### config.mk
export PLATFORM = sky130hd
export DESIGN_NAME = ocx_dlx_rx_retrain_seq
export DESIGN_NICKNAME = d
export VERILOG_FILES = /design/src/rtl/ocx_dlx_rx_retrain_seq_pkg.sv /design/src/rtl/ocx_dlx_retrain_timer.sv /design/src/rtl/ocx_dlx_rx_retrain_seq.sv
export SDC_FILE = /design/constraint.sdc
export NUM_CORES = 1
export LEC_CHECK = 0
export ABC_AREA = 1
export BUFFER_PORTS_ARGS = -buffer_cell sky130_fd_sc_hd__buf_4
export CORE_MARGIN = 3
export CORE_UTILIZATION = 52
export DETAILED_ROUTE_END_ITERATION = 6
export PLACE_DENSITY = 0.79
export RECOVER_POWER = 100
export SYNTH_ARGS = -nofsm -noshare
export SYNTH_HDL_FRONTEND = slang
export SYNTH_SLANG_ARGS = --single-unit
### constraint.sdc
create_clock -name opt_gckn -period 2.5 [get_ports opt_gckn]
set_clock_uncertainty 0.05 [all_clocks]
set_input_delay 0.375 -clock opt_gckn [delete_from_list [all_inputs] [get_ports opt_gckn]]
set_output_delay 0.375 -clock opt_gckn [all_outputs]
set_load 0.01 [all_outputs]
### src/rtl/ocx_dlx_rx_retrain_seq_pkg.sv
`default_nettype none
//============================================================================
// Module   : ocx_dlx_rx_retrain_seq_pkg
// Purpose  : Shared state encoding and lane-sync helper for the RX-datapath
//            retrain sequencer.
// Revision : 1.0  initial release
//============================================================================
package ocx_dlx_rx_retrain_seq_pkg;

    localparam int unsigned LANES = 8;

    // Encodings are visible on the seq_state debug port, so they are fixed.
    typedef enum logic [2:0] {
        ST_IDLE      = 3'd0,
        ST_WAIT_SYNC = 3'd1,
        ST_HOLD      = 3'd2,
        ST_WAIT_DONE = 3'd3,
        ST_LINKED    = 3'd4,
        ST_ERROR     = 3'd5
    } seq_state_e;

    // All enabled lanes report sync; an empty mask never counts as synced.
    function automatic logic lanes_synced(input logic [LANES-1:0] run,
                                          input logic [LANES-1:0] mask);
        return (mask != '0) && ((run | ~mask) == {LANES{1'b1}});
    endfunction

endpackage
`default_nettype wire

### src/rtl/ocx_dlx_retrain_timer.sv
`default_nettype none
//============================================================================
// Module   : ocx_dlx_retrain_timer
// Purpose  : Saturating up-counter with synchronous clear and a terminal-count
//            compare against a run-time value.
// Ports    : clk, rst_n (async, active-low), clear_i, enable_i,
//            tc_val_i [W]  terminal-count value
//            count_o  [W]  current count
//            tc_o          count_o == tc_val_i
// Revision : 1.0  initial release
//============================================================================
module ocx_dlx_retrain_timer #(
    parameter int unsigned W = 12
) (
    input  logic         clk,
    input  logic         rst_n,
    input  logic         clear_i,
    input  logic         enable_i,
    input  logic [W-1:0] tc_val_i,
    output logic [W-1:0] count_o,
    output logic         tc_o
);

    logic [W-1:0] count_q;

    // Holds at all-ones instead of wrapping so a long stay never re-arms tc.
    always_ff @(posedge clk or negedge rst_n) begin
        if (!rst_n) begin
            count_q <= '0;
        end else if (clear_i) begin
            count_q <= '0;
        end else if (enable_i && (count_q != {W{1'b1}})) begin
            count_q <= count_q + W'(1);
        end
    end

    assign count_o = count_q;
    assign tc_o    = (count_q == tc_val_i);

endmodule
`default_nettype wire

### src/rtl/ocx_dlx_rx_retrain_seq.sv
`default_nettype none
//============================================================================
// Module   : ocx_dlx_rx_retrain_seq
// Purpose  : Sequences the transceiver RX-datapath retrain on the RX clock:
//            waits for lane sync, pulses the RX datapath reset, waits for the
//            RX reset / buffer-bypass done flags with timeout, retries and
//            flags an error once retries are exhausted.
// Ports    : opt_gckn clock, ocde async active-low reset,
//            pb_io_o0_rx_run_lane[8] / lane_mask[8] lane sync and enables,
//            retrain_req pulse, gtwiz_* done/active status inputs,
//            gtwiz_reset_rx_datapath_out, io_pb_o0_rx_init_done[8],
//            retrain_err, retry_cnt[RETRY_W], seq_state[3] (debug).
// Revision : 1.0  initial release
//============================================================================
module ocx_dlx_rx_retrain_seq
    import ocx_dlx_rx_retrain_seq_pkg::*;
#(
    parameter int unsigned PULSE_CYC    = 8,
    parameter int unsigned BLANK_CYC    = 16,
    parameter int unsigned DONE_TIMEOUT = 4096,
    parameter int unsigned MAX_RETRY    = 3,
    parameter int unsigned RETRY_W      = $clog2(MAX_RETRY + 1)
) (
    input  logic               opt_gckn,
    input  logic               ocde,
    input  logic [7:0]         pb_io_o0_rx_run_lane,
    input  logic [7:0]         lane_mask,
    input  logic               retrain_req,
    input  logic               gtwiz_reset_tx_done_in,
    input  logic               gtwiz_buffbypass_tx_done_in,
    input  logic               gtwiz_reset_rx_done_in,
    input  logic               gtwiz_buffbypass_rx_done_in,
    input  logic               gtwiz_userclk_rx_active_in,
    output logic               gtwiz_reset_rx_datapath_out,
    output logic [7:0]         io_pb_o0_rx_init_done,
    output logic               retrain_err,
    output logic [RETRY_W-1:0] retry_cnt,
    output logic [2:0]         seq_state
);

    localparam int unsigned     TMR_W    = $clog2(DONE_TIMEOUT);
    localparam logic [TMR_W-1:0] PULSE_TC = TMR_W'(PULSE_CYC - 1);
    localparam logic [TMR_W-1:0] DONE_TC  = TMR_W'(DONE_TIMEOUT - 1);
    localparam logic [TMR_W-1:0] BLANK_V  = TMR_W'(BLANK_CYC);

    seq_state_e         state_q, state_d;
    logic [RETRY_W-1:0] retry_q, retry_d;
    logic               dp_q;
    logic               err_q;
    logic [7:0]         init_q;

    logic               w_tx_ok;
    logic               w_rx_ok;
    logic               w_sync_all;
    logic [TMR_W-1:0]   w_tmr;
    logic [TMR_W-1:0]   w_tc_val;
    logic               w_tmr_tc;
    logic               w_tmr_clear;

    assign w_tx_ok    = gtwiz_reset_tx_done_in & gtwiz_buffbypass_tx_done_in;
    assign w_rx_ok    = gtwiz_reset_rx_done_in & gtwiz_buffbypass_rx_done_in
                      & gtwiz_userclk_rx_active_in;
    assign w_sync_all = lanes_synced(pb_io_o0_rx_run_lane, lane_mask);

    // One timer serves both HOLD (pulse width) and WAIT_DONE (timeout); it
    // restarts from zero on every state change.
    assign w_tc_val    = (state_q == ST_HOLD) ? PULSE_TC : DONE_TC;
    assign w_tmr_clear = (state_d != state_q);

    ocx_dlx_retrain_timer #(
        .W (TMR_W)
    ) u_timer (
        .clk      (opt_gckn),
        .rst_n    (ocde),
        .clear_i  (w_tmr_clear),
        .enable_i (1'b1),
        .tc_val_i (w_tc_val),
        .count_o  (w_tmr),
        .tc_o     (w_tmr_tc)
    );

    always_comb begin
        state_d = state_q;
        retry_d = retry_q;
        if ((state_q != ST_IDLE) && !w_tx_ok) begin
            // Losing TX readiness aborts everything, including a retrain_req.
            state_d = ST_IDLE;
            retry_d = '0;
        end else begin
            case (state_q)
                ST_IDLE: begin
                    if (w_tx_ok) begin
                        state_d = ST_WAIT_SYNC;
                        retry_d = '0;
                    end
                end
                ST_WAIT_SYNC: begin
                    if (w_sync_all) state_d = ST_HOLD;
                end
                ST_HOLD: begin
                    if (w_tmr_tc) state_d = ST_WAIT_DONE;
                end
                ST_WAIT_DONE: begin
                    if (retrain_req) begin
                        state_d = ST_HOLD;
                    end else if (w_rx_ok && (w_tmr >= BLANK_V)) begin
                        // Done flags seen during blanking may be stale.
                        state_d = ST_LINKED;
                    end else if (w_tmr_tc) begin
                        if (retry_q < RETRY_W'(MAX_RETRY)) begin
                            retry_d = retry_q + RETRY_W'(1);
                            state_d = ST_HOLD;
                        end else begin
                            state_d = ST_ERROR;
                        end
                    end
                end
                ST_LINKED: begin
                    if (retrain_req) begin
                        state_d = ST_HOLD;
                        retry_d = '0;
                    end else if (!w_rx_ok) begin
                        state_d = ST_WAIT_SYNC;
                    end
                end
                ST_ERROR: begin
                    if (retrain_req) begin
                        state_d = ST_WAIT_SYNC;
                        retry_d = '0;
                    end
                end
                default: state_d = ST_IDLE;
            endcase
        end
    end

    // Outputs are derived from the next state so they line up with seq_state.
    always_ff @(posedge opt_gckn or negedge ocde) begin
        if (!ocde) begin
            state_q <= ST_IDLE;
            retry_q <= '0;
            dp_q    <= 1'b0;
            err_q   <= 1'b0;
            init_q  <= '0;
        end else begin
            state_q <= state_d;
            retry_q <= retry_d;
            dp_q    <= (state_d == ST_HOLD);
            err_q   <= (state_d == ST_ERROR);
            init_q  <= ((state_q == ST_LINKED) && (state_d == ST_LINKED))
                     ? (lane_mask & {8{w_rx_ok}}) : 8'h00;
        end
    end

    assign gtwiz_reset_rx_datapath_out = dp_q;
    assign io_pb_o0_rx_init_done       = init_q;
    assign retrain_err                 = err_q;
    assign retry_cnt                   = retry_q;
    assign seq_state                   = state_q;

endmodule
`default_nettype wire

; ---- Word-level counts from Yosys, hierarchy flattened
; Index checks and enable logic that the tools add are counted.
[classes]
mux = 24
bitwise = 6
add_sub_neg = 2
n_eq_ne = 18
magnitude_cmp = 2
reduce_logical = 12
[op_table]
columns = op, count
row1 = 2-to-1 mux 12 bit, 3
row2 = 2-to-1 mux 3 bit, 11
row3 = case mux 3 bit (6 select lines), 1
row4 = 2-to-1 mux 2 bit, 7
row5 = adder 12 x 1 -> 12 bit (second input constant), 1
row6 = equality test 12 bit, 1
row7 = equality test 3 bit (second input constant), 4
row8 = >= comparator 12 x 5 -> 1 bit (second input constant), 1
row9 = != test 12 bit (second input constant), 1
row10 = != test 3 bit (second input constant), 4
row11 = equality test 3 x 2 -> 1 bit (second input constant), 3
row12 = bitwise AND 8 bit, 1
row13 = equality test 8 bit (second input constant), 1
row14 = 2-to-1 mux 8 bit, 1
row15 = NOT 8 bit, 1
row16 = OR 8 bit, 1
row17 = nonzero test 8 bit, 1
row18 = AND reduction 7 bit, 1
row19 = case mux 2 bit (3 select lines), 1
row20 = logical AND 1 bit, 4
row21 = nonzero test 4 bit, 1
row22 = bitwise AND 1 bit, 3
row23 = equality test 3 x 1 -> 1 bit (second input constant), 1
row24 = logical NOT 3 bit, 1
row25 = 9 further kinds, 9
[totals]
wordCells = 70
output_inout_bits = 15
input_bits = 24
register_bits = 27

; ---- Logic depth before layout (Yosys ltp)
; Gate-level depths: netlist of run 1.
[logic_depth]
depth_word = 11
ltp_mapped = 16
depth_no_buf = 15

; ---- Cells and area by module
; A second synthesis of run 1 with hierarchy kept.
[unflattened]
cells_unflattened = 275
hier_area_um2 = 1918.1
[modules_own_cells]
columns = mod, seq_area_each_um2, instances, cells_per_inst, area_per_inst_um2
row1 = ocx_dlx_rx_retrain_seq, 375.4, 1, 151, 1022.2
row2 = ocx_dlx_retrain_timer, 300.3, 1, 124, 895.9

; ---- Least setup slack after synthesis of run 1
; No wires, ideal clock.
[synth_timing]
path_kind = flip-flop to flip-flop
from = reg state_q[0] (netlist: seq_state[0])
to = reg u_timer.count_q[2] (netlist: u_timer.count_o[2])
synth_period_minus_slack_ns = 1.807
required_time_ns = 2.328
arrival_ns = 1.634
path_slack_ns = 0.693
n_path_buf = 2
setup_time_ns = 0.122
path_stages_with_launch = 17
cell_sequence = dfrtp_1 -> buf_6 -> nor2_4 -> nand2_2 -> nor2_1 -> nand2_1 -> nand2_2 -> nand2_1 -> nand2_1 -> nand3_1 -> nand2_1 -> nand2_1 -> nand2_1 -> nand2_1 -> nand3_2 -> buf_6 -> nor2_2
[synth_between]
elab_chain_cells = 10
elab_cells_between_ends = 24
classes_between = 7 x eq/ne / 13 x mux / 4 x reduce/logical
[synth_lines]
columns = element, line_no
row1 = from (decl), ocx_dlx_rx_retrain_seq.sv:46  ; seq_state_e state_q, state_d;
row2 = from (signal assigned), ocx_dlx_rx_retrain_seq.sv:146  ; state_q <= state_d;
row3 = equality test 3 x 2 -> 1 bit, "ocx_dlx_rx_retrain_seq.sv:67, ocx_dlx_rx_retrain_seq.sv:90"
row4 = 2-to-1 mux 12 bit, ocx_dlx_rx_retrain_seq.sv:67  ; assign w_tc_val = (state_q == ST_HOLD) ? PULSE_TC : DONE_TC;
row5 = equality test 12 bit, ocx_dlx_retrain_timer.sv:38  ; assign tc_o = (count_q == tc_val_i);
row6 = 2-to-1 mux 3 bit, ocx_dlx_rx_retrain_seq.sv:109  ; end else if (w_tmr_tc) begin
row7 = 2-to-1 mux 3 bit, ocx_dlx_rx_retrain_seq.sv:106  ; end else if (w_rx_ok && (w_tmr >= BLANK_V)) begin
row8 = 2-to-1 mux 3 bit, ocx_dlx_rx_retrain_seq.sv:104  ; if (retrain_req) begin
row9 = case mux 3 bit (6 select lines), ocx_dlx_rx_retrain_seq.sv:90  ; case (state_q)
row10 = 2-to-1 mux 3 bit, ocx_dlx_rx_retrain_seq.sv:85  ; if ((state_q != ST_IDLE) && !w_tx_ok) begin
row11 = != test 3 bit (*), ocx_dlx_rx_retrain_seq.sv:68  ; assign w_tmr_clear = (state_d != state_q);
row12 = 2-to-1 mux 12 bit or nonzero test 2 bit (tied branches), n/a
row13 = to (signal assigned), ocx_dlx_retrain_timer.sv:33  ; count_q <= count_q + W'(1);
row14 = to (decl), ocx_dlx_retrain_timer.sv:24  ; logic [W-1:0] count_q;
; Every way passes the cells marked *; elsewhere a longest branch is shown, timed or not.
; A chain may end at the register's enable or synchronous reset.

; ---- Worst setup path after layout of run 1
[layout_timing]
from = reg state_q[0] (netlist: seq_state[0])
to = reg u_timer.count_q[7] (netlist: u_timer.count_o[7])
; Same word-level chain as after synthesis.

==> reports/metrics.cfg, run 1 <==
[outcome]
status=finished clean

[global_routing]
grt_max_degree=28
first_pass_grt_wire_length_um=5789
groute.usage.overall_pct=17.79
grt_antenna_before_repair=0
vias_in_the_first_global_route=1386
global_route.overflow_total=0

[yosys]
synth_top_cell_by_area=sky130_fd_sc_hd__dfrtp_1
synthesis.nets=249
avgSynthCellArea_sq_um=7.473
synthesized_instance_count=222
yosysTopAreaCellShare_pct=40.72
synth.distinct_cells=24
synth_area_leaders=sky130_fd_sc_hd__dfrtp_1 41%, sky130_fd_sc_hd__nand2_1 10%, sky130_fd_sc_hd__inv_1 7.5%
syn-cell-area_sq_mm=0.001659
ys_warn_count=0
synth_seq_area_share_pct=40.72
yosys_register_bits=27

[setup_path]
startpoint_type=flop
critical_path.endpoint_type=flop
r2r_slack_ps=370
worst-endpoint-arrival_ps=2340
r2r-end=u_timer.count_o[7]$_DFFE_PN0P_
cp_max_fo=12
rr_worst_depth=13
critPathRequiredTime_ps=2700
rr_startpoint=seq_state[0]$_DFF_PN0_
setup.worst_path.class=reg2reg

[power_and_ir_drop]
power-per-cell-area_mw_per_mm2=583.7
leakage_nw=1.016
power.ir.vdd_worst_mv=0.4153

[sta]
rsz_0062_raised_after_global_routing=false
setup_viol_count_final=0
timing.max_slew.rel_slack_pct=7.452
max_clock_freq_mhz=468.5
finalHoldViolations=0
finalWorstPathRequiredPeriod_ps=2135
fin_setup_tns_ps=0
tightestPinTransition_ps=1388
slew_violations=0
fin_crit_sh_pct=85.38

[final_layout]
final_net_count=289
post_route_cells_drive_above_1_share_pct=19.92
fin_cells=303
antenna_cells_inserted=0
areaGrowthSynthToFinish_pct=15.84

[cts]
cts-resized-gates=0
tritoncts=done
h-tree-depth=1
holdBufCountCts=1
clkSlewWorstSetupHoldPaths_ps=140
worst_skew_pair.late_latency_ps=320
deepest_clock_path_buffer_count=2
numClockSinks=27
cts_post_setup_buffers_inserted=0
total_cts_buffers=3
clock_tree.root_cell=sky130_fd_sc_hd__clkbuf_4

[drt]
num_vias=1427
ant_nets=0
post-route-drc-count=0
detailedRoute.firstIterationViolations=38
totalWireLength_um=3211
drt_first_pass_iters=4
route.detailed.vias_per_inst=4.710
route.detailed.wl_per_inst_um=10.60

[placement]
placement.io_buffers=38
placer_s_final_routability_congestion_estimate=0.9597
hpwl_um=2578
post_placement_cell_count=298

[floorplan]
design.core.area_sq_mm=0.002900
rows=19
boundaryPins=39
dieArea_sq_mm=0.003904
die_height_um=62.49
initial_core_util_pct=57.20
die_width_um=62.49

[flow_run]
drv_cap=0

[worst_hold_path]
whs_path_depth=3
worst_hold_startpoint=lane_mask[6]
worst_hold_path.endpoint=io_pb_o0_rx_init_done[6]$_DFF_PN0_
hp-class=in2reg

[worst max-delay path by stage]
stage / start / end / cells after the start
after floorplan: seq_state[0]$_DFF_PN0_ / u_timer.count_o[2]$_DFFE_PN0P_ / 16
after global placement: gtwiz_userclk_rx_active_in / u_timer.count_o[0]$_DFFE_PN0P_ / 12
after detailed placement: gtwiz_userclk_rx_active_in / u_timer.count_o[0]$_DFFE_PN0P_ / 12
after CTS: seq_state[0]$_DFF_PN0_ / u_timer.count_o[0]$_DFFE_PN0P_ / 12
after global routing: seq_state[0]$_DFF_PN0_ / u_timer.count_o[7]$_DFFE_PN0P_ / 13
final: seq_state[0]$_DFF_PN0_ / u_timer.count_o[7]$_DFFE_PN0P_ / 13
[final cells by class]
cell class,instances,area [sq um]
well taps,42,52.55
clock inverters,1,5.005
multi-input cells,155,795.8
clock buffers,3,22.52
flip-flops and latches,27,675.6
repair buffers,39,235.2
fillers,298,978.4
inverters,36,135.1
[metrics by stage]
stage	area (sq um)	util (%)	hold slack [ps]	worst slack, ps	total power [mW]
2_1_floorplan	1659	-	29.41	693.3	0.8880
3_3_place_gp	1964	67.73	252.6	405.8	0.9727
3_5_place_dp	1964	67.73	254.9	371.7	0.9855
4_1_cts	2002	69.03	209.0	406.4	1.174
5_1_grt	1922	66.26	207.0	74.69	1.226
6_report	1922	66.26	217.3	365.4	1.122
[placed cells by master, fill, tap and decap left out, types with 3 or more instances in the layout]
master	count
sky130_fd_sc_hd__nand3_2	4
sky130_fd_sc_hd__nand2_1	46
sky130_fd_sc_hd__clkbuf_1	16
sky130_fd_sc_hd__inv_1	34
sky130_fd_sc_hd__ha_1	3
sky130_fd_sc_hd__a21oi_1	6
sky130_fd_sc_hd__nor2_1	34
sky130_fd_sc_hd__nor2_2	10
sky130_fd_sc_hd__xor2_1	5
sky130_fd_sc_hd__clkbuf_4	3
sky130_fd_sc_hd__buf_4	22
sky130_fd_sc_hd__dfrtp_1	27
sky130_fd_sc_hd__o21ai_0	12
sky130_fd_sc_hd__xnor2_1	3
sky130_fd_sc_hd__nor3_1	4
sky130_fd_sc_hd__nand3_1	11
sky130_fd_sc_hd__nand2_2	7
[layer usage]
metal,track usage [%],vias up,share of wire [%]
met5,0,-,0
met4,4.959,0,0.81
met3,3.058,4,5.9
met2,30.36,36,46
met1,23.12,630,47
li1,-,757,-
[where the power goes]
group / total (mW) / switching [mW] / internal, mW
clock: 0.185 / 0.125 / 0.0599
sequential: 0.533 / 0.0529 / 0.480
combinational: 0.405 / 0.272 / 0.133
total: 1.12 / 0.450 / 0.672
[critical path: stages, from the launching register on]
cell                      delay, ps
sky130_fd_sc_hd__dfrtp_1        510
sky130_fd_sc_hd__nor2_1         210
sky130_fd_sc_hd__nand2_2         70
sky130_fd_sc_hd__nor2_1          90
sky130_fd_sc_hd__nand2_1         70
sky130_fd_sc_hd__nand2_2         90
sky130_fd_sc_hd__nand2_1         70
sky130_fd_sc_hd__nand2_1         70
sky130_fd_sc_hd__nand2_1         50
sky130_fd_sc_hd__nand3_1        120
sky130_fd_sc_hd__nand3_1        110
sky130_fd_sc_hd__nand2_2         90
sky130_fd_sc_hd__nand3_2        280
sky130_fd_sc_hd__nor2_1         180
[cells by family after synthesis]
family / share of synthesized area, %
and+or+nand+nor: 35.82
AOI/OAI and AO/OA: 6.863
DFF: 40.72
buffers and inverters: 10.11
adders and majority gates: 2.263
xor gates and xnor gates: 4.223
[synthesized netlist by cell type]
library cell,instances
sky130_fd_sc_hd__a211oi_1,1
sky130_fd_sc_hd__nand3_1,10
sky130_fd_sc_hd__nor2_4,3
sky130_fd_sc_hd__buf_2,2
sky130_fd_sc_hd__nand3_2,5
sky130_fd_sc_hd__inv_2,3
sky130_fd_sc_hd__nor2_2,11
sky130_fd_sc_hd__o21ai_0,12
sky130_fd_sc_hd__xor2_1,5
sky130_fd_sc_hd__nand4_1,2
sky130_fd_sc_hd__nand2_2,9
sky130_fd_sc_hd__dfrtp_1,27
sky130_fd_sc_hd__nor2_1,32
sky130_fd_sc_hd__ha_1,3
sky130_fd_sc_hd__nor3_1,4
sky130_fd_sc_hd__inv_1,33
sky130_fd_sc_hd__and3_1,1
sky130_fd_sc_hd__nand2_1,44
sky130_fd_sc_hd__o22ai_1,1
sky130_fd_sc_hd__buf_6,2
sky130_fd_sc_hd__o21ai_1,2
sky130_fd_sc_hd__a21oi_1,6
sky130_fd_sc_hd__xnor2_1,3
sky130_fd_sc_hd__nand2_4,1
[state kept, by name, summed over array words and instances, names as in the netlist]
signal                       cells
seq_state                        3
io_pb_o0_rx_init_done            8
u_timer.count_o                 12
retry_cnt                        2
retrain_err                      1
gtwiz_reset_rx_datapath_out      1
Power figures use the tool's default switching activity.
==> inputs of run 2 (changes only) <==
- clock period: 2.5 -> 2.1 ns (I/O delays scaled with it)
==> reports/metrics.cfg, run 2 (synthesized netlist as in run 1, its figures left out) <==
[worst_hold_path]
whs_path_depth=3  ; unchanged
worst_hold_startpoint=lane_mask[6]  ; unchanged
hp-class=in2reg  ; unchanged
worst_hold_path.endpoint=io_pb_o0_rx_init_done[6]$_DFF_PN0_  ; unchanged

[cts]
h-tree-depth=1  ; unchanged
numClockSinks=27  ; unchanged
cts-resized-gates=0  ; unchanged
deepest_clock_path_buffer_count=2  ; unchanged
tritoncts=done  ; unchanged
clock_tree.root_cell=sky130_fd_sc_hd__clkbuf_4  ; unchanged
worst_skew_pair.late_latency_ps=330  ; was 320 ps
total_cts_buffers=3  ; unchanged
cts_post_setup_buffers_inserted=0  ; unchanged
clkSlewWorstSetupHoldPaths_ps=150  ; was 140 ps
holdBufCountCts=1  ; unchanged

[final_layout]
regArea_sq_um=675.6  ; unchanged
layout_commonest_cell=sky130_fd_sc_hd__nand2_1  ; unchanged
num-fill-cells=280  ; was 298
antenna_cells_inserted=0  ; unchanged
areaGrowthSynthToFinish_pct=18.78  ; was 15.84%
multi_input_gate_area_sq_um=795.8  ; unchanged
final_net_count=293  ; was 289
fin_cells=307  ; was 303
layout_common_cells=45 x sky130_fd_sc_hd__nand2_1, 39 x sky130_fd_sc_hd__nor2_1, 34 x sky130_fd_sc_hd__inv_1  ; was 46 x sky130_fd_sc_hd__nand2_1, 34 x sky130_fd_sc_hd__inv_1, 34 x sky130_fd_sc_hd__nor2_1
post_route_cells_drive_above_1_share_pct=20.38  ; was 19.92%
largest_reg_flops=12  ; unchanged

[floorplan]
rows=19  ; unchanged
boundaryPins=39  ; unchanged
dieArea_sq_mm=0.003904  ; unchanged
die_width_um=62.49  ; unchanged
die_height_um=62.49  ; unchanged
initial_core_util_pct=57.20  ; unchanged
design.core.area_sq_mm=0.002900  ; unchanged

[sta]
setup_viol_count_final=0  ; unchanged
timing.max_slew.rel_slack_pct=5.923  ; was 7.452%
tightestPinTransition_ps=1411  ; was 1388 ps
slew_violations=0  ; unchanged
setup_slack_ps=202.9  ; was 365.4 ps
fin_setup_tns_ps=0  ; unchanged
max_clock_freq_mhz=527.1  ; was 468.5 MHz
finalWorstPathRequiredPeriod_ps=1897  ; was 2135 ps
finalHoldViolations=0  ; unchanged
rsz_0062_raised_after_global_routing=false  ; unchanged
fin_crit_sh_pct=90.34  ; was 85.38%

[setup_path]
critPathRequiredTime_ps=2320  ; was 2700 ps
rr_worst_depth=11  ; was 13
setup.worst_path.class=reg2reg  ; unchanged
startpoint_type=flop  ; unchanged
rr_startpoint=seq_state[1]$_DFF_PN0_  ; was seq_state[0]$_DFF_PN0_
r2r_slack_ps=200  ; was 370 ps
critical_path.endpoint_type=flop  ; unchanged
r2r-end=u_timer.count_o[5]$_DFFE_PN0P_  ; was u_timer.count_o[7]$_DFFE_PN0P_
worst-endpoint-arrival_ps=2110  ; was 2340 ps
cp_max_fo=12  ; unchanged

[global_routing]
vias_in_the_first_global_route=1359  ; was 1386
global_route.overflow_total=0  ; unchanged
groute.usage.overall_pct=18.31  ; was 17.79%
grt_antenna_before_repair=0  ; unchanged
grt_max_degree=28  ; unchanged
first_pass_grt_wire_length_um=5830  ; was 5789 um

[placement]
placement.io_buffers=38  ; unchanged
placer_s_final_routability_congestion_estimate=0.8731  ; was 0.9597
hpwl_um=2732  ; was 2578 um
place_ws_ps=232.0  ; was 371.7 ps
post_placement_cell_count=302  ; was 298

[flow_run]
drv_cap=0  ; unchanged

[drt]
post-route-drc-count=0  ; unchanged
route.detailed.vias_per_inst=4.785  ; was 4.710
num_vias=1469  ; was 1427
ant_nets=0  ; unchanged
route.detailed.wl_per_inst_um=10.71  ; was 10.60 um
drt_first_pass_iters=4  ; unchanged
totalWireLength_um=3288  ; was 3211 um
detailedRoute.firstIterationViolations=52  ; was 38

[outcome]
status=finished clean  ; unchanged

[power_and_ir_drop]
power.ir.vdd_worst_mv=0.4215  ; was 0.4153 mV
leakage_nw=1.051  ; was 1.016 nW
power-per-cell-area_mw_per_mm2=729.4  ; was 583.7 mW/mm^2

[run 2: how the worst max path moves through the flow]
| stage | start | endpoint | cells after the start |
|---|---|---|---|
| after floorplan | seq_state[0]$_DFF_PN0_ | u_timer.count_o[2]$_DFFE_PN0P_ | 16 |
| after global placement | u_timer.count_o[8]$_DFFE_PN0P_ | u_timer.count_o[0]$_DFFE_PN0P_ | 13 |
| after detailed placement | u_timer.count_o[8]$_DFFE_PN0P_ | u_timer.count_o[10]$_DFFE_PN0P_ | 13 |
| after CTS | seq_state[1]$_DFF_PN0_ | u_timer.count_o[5]$_DFFE_PN0P_ | 11 |
| after global routing | seq_state[1]$_DFF_PN0_ | u_timer.count_o[3]$_DFFE_PN0P_ | 13 |
| final | seq_state[1]$_DFF_PN0_ | u_timer.count_o[5]$_DFFE_PN0P_ | 11 |
[run 2: per-stage QoR]
stage / power, mW / hold slack (ps) / instance area, sq um / utilization (%)
floorplan: 1.057 / -30.59 / 1659 / -
global placement: 1.253 / 191.5 / 2007 / 69.20
detailed placement: 1.262 / 193.2 / 2007 / 69.20
CTS: 1.499 / 135.7 / 2047 / 70.58
global route: 1.556 / 130.7 / 1971 / 67.95
finish: 1.437 / 146.5 / 1971 / 67.95
[run 2: per-layer routing]
layer	global-route usage [%]	vias up	part of all wire, %
met5	0	-	0
met4	7.438	0	1.3
met3	3.957	4	6.5
met2	30.36	42	48
met1	23.07	654	44
li1	-	769	-
[run 2: report_power, final]
group          internal, mW  switching (mW)  total (mW)
registers             0.571          0.0581       0.629
clock network        0.0729           0.159       0.232
logic                 0.244           0.332       0.576
total                 0.888           0.549        1.44
[run 2: worst max-delay path, stage by stage (launching register included)]
cell and delay [ps]:
sky130_fd_sc_hd__dfrtp_1 590, sky130_fd_sc_hd__inv_1 140, sky130_fd_sc_hd__nand3_1 130, sky130_fd_sc_hd__inv_1 60, sky130_fd_sc_hd__a21oi_1 180, sky130_fd_sc_hd__nand3_2 130
sky130_fd_sc_hd__nand2_2 110, sky130_fd_sc_hd__nand2_2 60, sky130_fd_sc_hd__nand2_2 60, sky130_fd_sc_hd__nand3_2 80, sky130_fd_sc_hd__buf_12 150, sky130_fd_sc_hd__nor2_1 90
[run 2: cell type report]
| class | count | share of cell area [%] |
|---|---|---|
| Multi-Input combinational cell | 155 | 40.38 |
| Sequential cell | 27 | 34.29 |
| Timing Repair Buffer | 43 | 14.29 |
| Inverter | 36 | 6.857 |
| Tap cell | 42 | 2.667 |
| Clock buffer | 3 | 1.143 |
| Clock inverter | 1 | 0.3810 |
